### src/rtl/pc_fetch_ctrl.sv
// Program counter owner and instruction fetch sequencer over a req/ack IMEM port.
// Latency: imem_ack in cycle N presents the instruction in the IF/ID slot in cycle N+1.
// Backpressure: stall holds the slot; one extra fetch lands in a skid entry, then requests pause.
module pc_fetch_ctrl #(
  parameter logic [31:0] RESET_PC = 32'h0000_0000
) (
  input  logic        clk,
  input  logic        rst_n,
  input  logic        stall,
  input  logic        br_taken,
  input  logic [29:0] br_offset,
  input  logic        jmp,
  input  logic [25:0] jmp_index,
  input  logic        jr,
  input  logic [31:0] jr_addr,
  input  logic [31:0] redir_pc4,
  output logic        imem_req,
  output logic [31:0] imem_addr,
  input  logic        imem_ack,
  input  logic [31:0] imem_rdata,
  output logic        if_valid,
  output logic [31:0] if_instr,
  output logic [31:0] if_pc,
  output logic [31:0] if_pc4,
  output logic        misalign_err
);

  typedef enum logic [1:0] {
    S_IDLE  = 2'd0,
    S_FETCH = 2'd1,
    S_HOLD  = 2'd2,
    S_FLUSH = 2'd3
  } state_t;

  // One parked fetch result while the slot is blocked by stall.
  typedef struct packed {
    logic [31:0] instr;
    logic [31:0] pc;
  } slot_t;

  state_t      state, state_nxt;
  logic [31:0] pc;
  logic [31:0] fl_addr;   // address of the request being drained in FLUSH
  slot_t       skid;      // meaningful only while in S_HOLD

  logic        redir;
  logic        consume;
  logic [31:0] pc_plus4;
  logic [31:0] br_tgt;
  logic [31:0] jmp_tgt;
  logic [31:0] jr_tgt;
  logic [31:0] redir_tgt;

  assign redir     = jr | jmp | br_taken;
  assign consume   = if_valid & ~stall;
  assign pc_plus4  = pc + 32'd4;
  assign br_tgt    = redir_pc4 + {br_offset, 2'b00};
  assign jmp_tgt   = {redir_pc4[31:28], jmp_index, 2'b00};
  assign jr_tgt    = {jr_addr[31:2], 2'b00};
  assign redir_tgt = jr ? jr_tgt : (jmp ? jmp_tgt : br_tgt);

  // A request stays up in FLUSH so the outstanding IMEM access can complete.
  assign imem_req  = (state == S_FETCH) || (state == S_FLUSH);
  assign imem_addr = (state == S_FLUSH) ? fl_addr : pc;

  // State register.
  always_ff @(posedge clk or negedge rst_n) begin
    if (!rst_n) state <= S_IDLE;
    else        state <= state_nxt;
  end

  // Next-state: redirects win over stall; a pending request is never withdrawn.
  always_comb begin
    state_nxt = state;
    case (state)
      S_IDLE:  state_nxt = S_FETCH;
      S_FETCH: begin
        if (redir)                               state_nxt = imem_ack ? S_FETCH : S_FLUSH;
        else if (imem_ack && if_valid && !consume) state_nxt = S_HOLD;
      end
      S_HOLD:  if (redir || consume) state_nxt = S_FETCH;
      S_FLUSH: if (imem_ack)         state_nxt = S_FETCH;
      default: state_nxt = S_IDLE;
    endcase
  end

  // PC, output slot, skid entry and misalignment pulse.
  always_ff @(posedge clk or negedge rst_n) begin
    if (!rst_n) begin
      pc           <= RESET_PC;
      fl_addr      <= RESET_PC;
      skid         <= '0;
      if_valid     <= 1'b0;
      if_instr     <= '0;
      if_pc        <= '0;
      if_pc4       <= '0;
      misalign_err <= 1'b0;
    end else begin
      misalign_err <= jr && (jr_addr[1:0] != 2'b00);
      if (redir) begin
        pc       <= redir_tgt;
        if_valid <= 1'b0;
        if (state == S_FETCH && !imem_ack) fl_addr <= pc;
      end else begin
        if (consume) if_valid <= 1'b0;
        case (state)
          S_FETCH: begin
            if (imem_ack) begin
              pc <= pc_plus4;
              if (!if_valid || consume) begin
                if_valid <= 1'b1;
                if_instr <= imem_rdata;
                if_pc    <= pc;
                if_pc4   <= pc_plus4;
              end else begin
                skid.instr <= imem_rdata;
                skid.pc    <= pc;
              end
            end
          end
          S_HOLD: begin
            if (consume) begin
              if_valid <= 1'b1;
              if_instr <= skid.instr;
              if_pc    <= skid.pc;
              if_pc4   <= skid.pc + 32'd4;
            end
          end
          default: ;
        endcase
      end
    end
  end

endmodule
### config.mk
export PLATFORM = sky130hd
export DESIGN_NAME = pc_fetch_ctrl
export DESIGN_NICKNAME = d
export VERILOG_FILES = /design/src/rtl/pc_fetch_ctrl.sv
export SDC_FILE = /design/constraint.sdc
export NUM_CORES = 1
export LEC_CHECK = 0
export ABC_AREA = 1
export BUFFER_PORTS_ARGS = -buffer_cell sky130_fd_sc_hd__buf_2
export CAP_MARGIN = 20
export CELL_PAD_IN_SITES_DETAIL_PLACEMENT = 1
export CELL_PAD_IN_SITES_GLOBAL_PLACEMENT = 1
export CORE_ASPECT_RATIO = 2
export CORE_UTILIZATION = 32
export DETAILED_ROUTE_END_ITERATION = 16
export PLACE_DENSITY_LB_ADDON = 0.1
export SYNTH_ARGS = -nofsm -noshare
export SYNTH_HDL_FRONTEND = slang
export SYNTH_SLANG_ARGS = --single-unit
export TNS_END_PERCENT = 10
### constraint.sdc
create_clock -name clk -period 2 [get_ports clk]
set_input_delay 0.2 -clock clk [delete_from_list [all_inputs] [get_ports clk]]
set_output_delay 0.2 -clock clk [all_outputs]
set_load 0.01 [all_outputs]
# Word-level counts from Yosys, hierarchy flattened
# Cells that the tools add are included.
word_totals:
  reg_bits: 228
  output_inout_bits: 131
classes:
  addsub: 3
  n_eq_ne: 9
  mux: 30
  n_bitwise: 6
  reduce_logical: 20
ops:
  columns: ["cell", "count"]
  rows:
  - ["$mux W32", 15]
  - ["$pmux W32 S2", 3]
  - ["$add A32 B3 Y32 const B", 2]
  - ["$add A32 B32 Y32", 1]
  - ["$mux W2", 5]
  - ["$ne A2 B2 Y1 const B", 4]
  - ["$pmux W2 S4", 1]
  - ["$reduce_bool A2 Y1", 4]
  - ["$mux W1", 5]
  - ["$reduce_and A5 Y1", 1]
  - ["$eq A2 B2 Y1 const B", 2]
  - ["$logic_and A1 B1 Y1", 4]
  - ["$reduce_and A2 Y1", 2]
  - ["$reduce_and A4 Y1", 1]
  - ["$logic_not A1 Y1", 3]
  - ["$logic_or A1 B1 Y1", 3]
  - ["$ne A3 B3 Y1 const B", 1]
  - ["$not A1 Y1", 3]
  - ["$reduce_and A3 Y1", 1]
  - ["$eq A2 B1 Y1 const B", 1]
  - ["$logic_not A2 Y1", 1]
  - ["$ne A2 B1 Y1 const B", 1]
  - ["$or A1 B1 Y1", 2]
  - ["$pmux W1 S2", 1]
  - ["$and A1 B1 Y1", 1]

# Longest topological paths before layout
# Gate-level depths: netlist of the first run.
logic_depth:
  ltp_word: 7
  depth_mapped: 16

# Worst setup path before layout of the first run
# No wires, ideal clock.
synth_timing:
  kind: "in2reg"
  startpoint: "input port br_offset[0]"
  endpoint: "register pc[12]"
  arrival_ns: 1.702
  path_slack_ns: 0.182
  path_stages: 13
  cell_sequence: "ha_1 -> fa_1 -> nand3_1 -> nand2_1 -> nand2_1 -> nand2_1 -> nand2_1 -> nand2_1 -> xor2_1 -> o21ai_0 -> nand2_1 -> nand2_1 -> nand2_1"
synth_between:
  elab_chain_len: 4
synth_lines:
  columns: ["item", "line_no", "rtl"]
  rows:
  - ["start: declaration", "11", "input logic [29:0] br_offset,"]
  - ["$add A32 B32 Y32", "57", "assign br_tgt = redir_pc4 + {br_offset, 2'b00};"]
  - ["$mux W32 (2 in a row)", "60", "assign redir_tgt = jr ? jr_tgt : (jmp ? jmp_tgt : br_tgt);"]
  - ["$mux W32", "100", "if (redir) begin"]
  - ["end signal: assignment", "101", "pc <= redir_tgt;"]
  - ["end signal: assignment", "109", "pc <= pc_plus4;"]
  - ["end: declaration", "42", "logic [31:0] pc;"]
# No other way between the ends.
# A chain may end at the register's enable or synchronous reset.

# Final worst setup path of the first run
layout_timing:
  startpoint: "register state[0]"
  endpoint: "output port imem_addr[4]"
layout_between:
  elab_chain_len: 2
layout_lines:
  columns: ["item", "line_no", "rtl"]
  rows:
  - ["start: declaration", "41", "state_t state, state_nxt;"]
  - ["start signal: assignment", "69", "else state <= state_nxt;"]
  - ["$eq A2 B2 Y1", "64", "assign imem_addr = (state == S_FLUSH) ? fl_addr : pc;"]
  - ["$mux W32", "64", null]
  - ["end: declaration", "18", "output logic [31:0] imem_addr,"]
# No other way between the ends.

==> results of run 1 <==
[stage by stage]
step / util (%) / power, mW / std cells / worst slack (ns) / hold slack [ns]
after floorplan: - / 11.9 / 1981 / 0.182 / -0.0956
after global placement: 40.9 / 16.5 / 2953 / -0.191 / 0.152
after detailed placement: 40.9 / 16.8 / 2953 / -0.285 / 0.157
after CTS: 43.6 / 21.2 / 3035 / -0.00112 / 0.000485
after global routing: 45.0 / 23.5 / 3056 / -0.0519 / 0.0272
final: 45.0 / 22.0 / 3056 / -0.00425 / 0.0121
[Yosys cell counts (3+ instances only)]
cell type and instances:
nand2_2 8, nor3_2 4, nor4_2 3, nor2_4 5, nand3_1 103, mux2_2 32
nor3_1 15, o211ai_1 10, a31oi_1 69, nand4_1 18, inv_2 10, clkbuf_1 52
buf_6 6, xnor2_1 9, and2_1 3, dfrtp_1 226, nor3_4 4, nor2_2 9
o21ai_0 143, buf_4 15, nor2_1 192, xor2_1 24, buf_2 17, o21ai_1 13
nand2_1 664, nor4_1 8, o21bai_1 3, a21oi_1 76, a22oi_1 7, inv_1 175
ha_1 34
[timing repair]
action / 4_1_cts / 5_1_grt
pin swaps: 1 / 13
hold buffers: 43 / 0
gates cloned: 0 / 11
setup endpoints to repair: 30 / 109
hold endpoints to repair: 145 / 0
setup buffers: 1 / 11
gates resized for setup: 11 / 89
[cell usage in the layout (no fill, tap or decap), types with 9 or more instances in the layout]
master,instances
a21oi_1,75
a31oi_1,69
buf_12,20
buf_2,278
buf_4,214
clkbuf_16,32
dfrtp_1,224
dlygate4sd3_1,43
ha_1,31
inv_1,175
mux2_2,32
nand2_1,661
nand2_2,9
nand3_1,103
nand4_1,18
nor2_1,190
nor2_2,11
nor3_1,14
o211ai_1,10
o21ai_0,110
o21ai_1,24
o21ai_2,19
xnor2_1,9
xor2_1,22
[cells by family (layout without fill, tap and decap cells)]
family	after synthesis	in the layout	share of synthesized area (%)
simple gates	1044	1044	31.0
compound gates	334	334	13.1
buf+inv	276	801	8.17
flops	226	226	39.9
fa+ha+maj	35	35	3.14
xor+xnor	34	34	2.15
mux	32	32	2.54
[worst max-delay path: stages (launching register included)]
cell,delay [ns]
dfrtp_1,0.43
ha_4,0.20
buf_8,0.15
clkbuf_16,0.18
o21ai_2,0.16
buf_2,0.15
[state kept, by name (all words and copies together), names as in the netlist]
| signal | count |
|---|---|
| fl_addr | 32 |
| if_instr | 32 |
| if_pc | 32 |
| if_pc4 | 30 |
| if_valid | 1 |
| misalign_err | 1 |
| pc | 32 |
| skid | 64 |
| state | 2 |
[report_power, final]
group | internal, mW | leakage [nW] | switching (mW)
clock | 2.30 | 0.350 | 1.87
combinational | 4.45 | 7.12 | 6.23
sequential | 6.11 | 2.67 | 1.03
[how the worst min path moves through the flow]
stage                      from            to  slack (ns)  depth (start not counted)
global placement          rst_n  if_instr[26]        0.15                          1
finish              jr_addr[12]        pc[12]        0.01                          5
floorplan                 rst_n    fl_addr[0]        -0.1                          0
detailed placement        rst_n  if_instr[25]        0.16                          1
global route        jr_addr[12]        pc[12]        0.03                          5
CTS                 jr_addr[30]        pc[30]      0.0005                          5
[routing by layer]
metal | share of wire, % | track usage (%)
met5 | 0 | 0
met4 | 7.0 | 14.9
met3 | 3.6 | 2.86
met2 | 55 | 51.1
met1 | 35 | 26.3
[cell type report]
class | count | area, sq um | area share (%)
Timing Repair Buffer | 577 | 4240 | 21.7
Multi-Input combinational cell | 1479 | 7560 | 38.6
Tap cell | 550 | 688 | 3.52
Clock buffer | 31 | 656 | 3.35
Clock inverter | 7 | 52.6 | 0.269
Inverter | 186 | 706 | 3.61
Sequential cell | 226 | 5660 | 28.9
==> reports/metrics.yaml, run 1 <==
grt:
  antenna_found_initial: 0
  grt_max_degree: 102
  overflow: 0
  grt_pass1_vias: 16500
  grt_use_total_pct: 26.4
  grt_pass1_wl_um: 90400
place:
  dp.final_hpwl_um: 47300
  place_congestion: 0.922
  io_buffers: 289
  dpl-instance-area_sq_um: 17800
clock_tree:
  cts_root_buffer: "clkbuf_16"
  htree_num_levels: 1
  cts_buffer_depth: 3
  cts_tree: "yes"
  clock-sinks: 226
  clk_latency_ns: 0.52
  cts_buffers: 22
  cts.clk_slew.worst_paths_ns: 0.07
floorplan:
  core_sq_um: 43500
  initial_core_util_pct: 32.6
  die_h_um: 300
  std_cell_rows: 108
  die_width_um: 151
  dieArea_sq_um: 45200
  ios: 290
power:
  power_density_nw_per_um2: 1120
  vdd_ir_drop_max_uv: 564
  p_leak_nw: 10.1
routing:
  drcViolationCount: 0
  vias_per_cell: 5.03
  wl_per_cell_um: 19.9
  vias: 15400
  wl_um: 60800
  dr.pass1.iters: 5
  antenna_left: 0
  drt_iter0_markers: 528
finish:
  syn_to_final_growth_pct: 38.0
  n_antenna_cell: 0
  fin_area_sq_um: 19600
  drive_gt1_share_pct: 27.6
  fin_nets: 2686
  fillers: 5525
setup_path:
  crit_type: "flip-flop to output pin"
  critPathCaptureType: "output pin"
  cp-endpoint: "imem_addr[4]"
  setup.worst_path.start: "state[0]"
  worstPathMaxFanout: 13
  timing.rr.start: "pc[3]"
  reg2reg_depth: 11
  critPathLaunchType: "flip-flop"
  crit_required_ns: 1.80
  reg2reg_slack_ns: 0.05
  cp.arrival_ns: 1.80
  r2r-end: "if_pc4[22]"
timing:
  clock.fmax_mhz: 499
  setup_tns_ns: -0.00425
  skew_ns: 0.0175
  hold_viol: 0
  max_slew_margin_pct: 61.3
  timing.final.ws_setup_ns: -0.00425
  rsz0062_at_grt: "yes"
  worst_slew_pin_slew_ns: 0.581
  post-route-min-period_ns: 2.00
  finalCritPeriodShare_pct: 100
  slew_violations: 0
  setup_violations: 1
run:
  drv_cap: 0
logic_synthesis:
  synth.avg_cell_area_sq_um: 7.15
  synth_nets: 2175
  synth_top_area_cell: "dfrtp_1"
  synth_ff_type: "dfrtp_1"
  yosysWarnings: 0
  synth_edf_count: 0
  ys_async_sr_fraction_pct: 100
  synth_cell_type_count: 48
  ys_seq_area_share_pct: 39.9
  synth-seq-cells: 226
  yosysTopAreaCellShare_pct: 39.9
  synth_cells: 1981
  synth.area.top_cells: "dfrtp_1 (40%), nand2_1 (18%), nor2_1 (5.1%)"
  netlist_area_sq_um: 14200
hold_path:
  worstHoldPathType: "primary input to flip-flop"
run_status:
  violations: "setup timing"
  status: "finished with violations"
(Power assumes the default switching activity.)
==> run 2: changes to the inputs <==
- CELL_PAD_IN_SITES_DETAIL_PLACEMENT: 1 -> not set
- CELL_PAD_IN_SITES_GLOBAL_PLACEMENT: 1 -> not set
- CTS_CLUSTER_DIAMETER: not set -> 40
- GPL_ROUTABILITY_DRIVEN: not set -> 0
- PLACE_DENSITY_LB_ADDON: 0.1 -> not set
==> reports/metrics.yaml, run 2 (synthesized netlist as in run 1, its figures left out) <==
routing:
  highest_layer: "met4"
  wl_met3_um: 2950  # +36%
  vias_per_cell: 4.96  # -1.4%
  vias: 14900  # -3.0%
  antenna_left: 0  # unchanged
  drcViolationCount: 0  # unchanged
  wl_met2_um: 28400  # -15%
  drt_iter0_markers: 836  # +58%
  wl_per_cell_um: 17.8  # -11%
  wl_met1_um: 18600  # -12%
  wl_um: 53500  # -12%
  dr.pass1.iters: 5  # unchanged
floorplan:
  core_sq_um: 43500  # unchanged
  dieArea_sq_um: 45200  # unchanged
  initial_core_util_pct: 32.6  # unchanged
  std_cell_rows: 108  # unchanged
  die_h_um: 300  # unchanged
  die_width_um: 151  # unchanged
  ios: 290  # unchanged
setup_path:
  critPathCaptureType: "output pin"
  worstPathMaxFanout: 40  # +27
  critPathLaunchType: "flip-flop"
  slowest_delay_ns: 0.38  # -0.05 ns
  crit_slowest_cell: "dfrtp_1"
  reg2reg_slack_ns: 0.02  # -0.03 ns
  worstPathCellList: "buf_4 > ha_4 > buf_12 > o21ai_2 > buf_6 > buf_2"
  reg2reg_depth: 10  # -1
  timing.rr.start: "state[1]"
  crit_family: "buffers and inverters"
  setup.worst_path.start: "state[0]"
  crit_type: "flip-flop to output pin"
  crit_required_ns: 1.80  # about the same
  r2r-end: "skid[32]"
  path_buf_inv: 4  # +1
  cp.arrival_ns: 1.86  # +0.06 ns
timing:
  skew_ns: 0.0192  # +0.00173 ns
  timing.final.ws_setup_ns: -0.0607  # -0.0564 ns
  worst_slew_pin_slew_ns: 0.489  # -0.0917 ns
  max_slew_margin_pct: 67.4  # +6.1 points
  post-route-min-period_ns: 2.06  # +0.0564 ns
  finalCritPeriodShare_pct: 103  # +2.8 points
  clock.fmax_mhz: 485  # -2.7%
  hold_viol: 0  # unchanged
  slew_violations: 0  # unchanged
  setup_tns_ns: -0.274  # -0.270 ns
  rsz0062_at_grt: "yes"
  setup_violations: 14  # +13
finish:
  final_cell_mix: "nand2_1 (661), buf_2 (288), dfrtp_1 (220)"
  final_util_pct: 43.7  # -1.2 points
  mostFrequentLayoutCell: "nand2_1"
  ff_latch_area_sq_um: 5660  # about the same
  multi_input_area_sq_um: 7480  # -1.1%
  n_antenna_cell: 0  # unchanged
  largest_reg_flops: 64  # unchanged
  drive_gt1_share_pct: 25.0  # -2.6 points
  fillers: 4448  # -19%
  fin_area_sq_um: 19000  # -2.8%
  fin_nets: 2630  # -2.1%
  largest_register: "skid"
  syn_to_final_growth_pct: 34.2
power:
  p_leak_nw: 9.77  # -3.6%
  comb_power_share_pct: 44.2  # -4.4 points
  power_density_nw_per_um2: 1120  # about the same
  p_switching_mw: 8.91  # -2.3%
  sw_frac_of_total_pct: 41.7  # +0.20 points
  clockPowerShare_pct: 22.5  # +3.5 points
  seqPwrFrac_pct: 33.3  # +0.9 points
  power_mw: 21.4  # -2.8%
  vdd_ir_drop_max_uv: 707  # +25%
  internal-power_mw: 12.5  # -3.1%
hold_path:
  hold_end: "pc[9]"
  worstHoldPathType: "primary input to flip-flop"
  hold_path_startpoint: "jr_addr[9]"
  hold_depth: 3  # -2
clock_tree:
  clock-sinks: 226  # unchanged
  cts_tree: "yes"
  htree_num_levels: 1  # unchanged
  cts_root_buffer: "clkbuf_16"
  clk_latency_ns: 0.55  # +0.03 ns
  cts.clk_slew.worst_paths_ns: 0.07  # about the same
  cts_buffers: 25  # +14%
  cts_buffer_depth: 3  # unchanged
run:
  drv_cap: 0  # unchanged
run_status:
  violations: "setup timing"
  status: "finished with violations"
grt:
  grt_max_degree: 102  # unchanged
  grt_pass1_vias: 14800  # -10%
  overflow: 0  # unchanged
  grt_use_total_pct: 23.2  # -3.1 points
  grt_pass1_wl_um: 79900  # -12%
  antenna_found_initial: 0  # unchanged
place:
  dp.final_hpwl_um: 41000  # -13%
  io_buffers: 289  # unchanged
  dpl-instance-area_sq_um: 17300  # -3.1%
## run 2: cell types whose count changed in the layout (fill, tap and decap cells not counted), sizes merged
cell / change
buf: -74
dlygate4sd3: +20
clkbuf: -6
clkinvlp: +4
inv: +4
bufinv: +1
## run 2: power groups by stage
stage	combinational (mW)	clock (mW)	sequential (mW)
after floorplan	4.42	0	7.48
after global placement	9.06	0	7.08
after detailed placement	9.16	0	7.17
after CTS	9.37	4.96	7.10
after global routing	10.4	5.12	7.34
final	9.45	4.82	7.11
## run 2: worst register-to-register path: cells and delay by family (launching register included)
family | cells | cell delay [ns]
simple gates | 2 | 0.22
flops | 1 | 0.46
mux | 1 | 0.38
buf+inv | 6 | 0.62
fa+ha+maj | 1 | 0.18
## run 2: worst max-delay path by stage
stage	to	depth (start not counted)	slack, ns
2_1_floorplan	pc[12]	13	0.18
3_3_place_gp	pc[30]	15	-0.20
3_5_place_dp	pc[30]	15	-0.23
4_1_cts	imem_addr[21]	7	-0.08
5_1_grt	imem_addr[14]	7	-0.12
6_report	imem_addr[21]	6	-0.06
## run 2: stage by stage
stage	instances	setup slack [ns]	hold WS, ns
2_1_floorplan	1981	0.182	-0.0956
3_3_place_gp	2889	-0.204	0.109
3_5_place_dp	2889	-0.227	0.113
4_1_cts	2998	-0.0770	0.00194
5_1_grt	3005	-0.118	0.0389
6_report	3005	-0.0607	0.0151
## run 2: timing repair
item | CTS | global route
hold buffers | 63 | 0
hold endpoints to repair | 313 | 0
endpoints found under the setup margin | 61 | 187
gates resized for setup | 23 | 44
gates cloned | 0 | 3
buffers inserted | 0 | 4
pin swaps | 0 | 5
## run 2: area by class of cell
type,count,share of cell area [%]
multi-input combinational,1479,39.3
sequential,226,29.8
timing repair buffer,518,19.0
inverter,186,3.74
tap,550,3.62
clock buffer,30,3.60
clock inverter,16,0.927
## run 2: metal layers
metal  track usage [%]  vias up
met3              3.21      144
met5                 0        -
met4              14.7        0
li1                  -     7367
met2              43.6      549
met1              23.4     6837
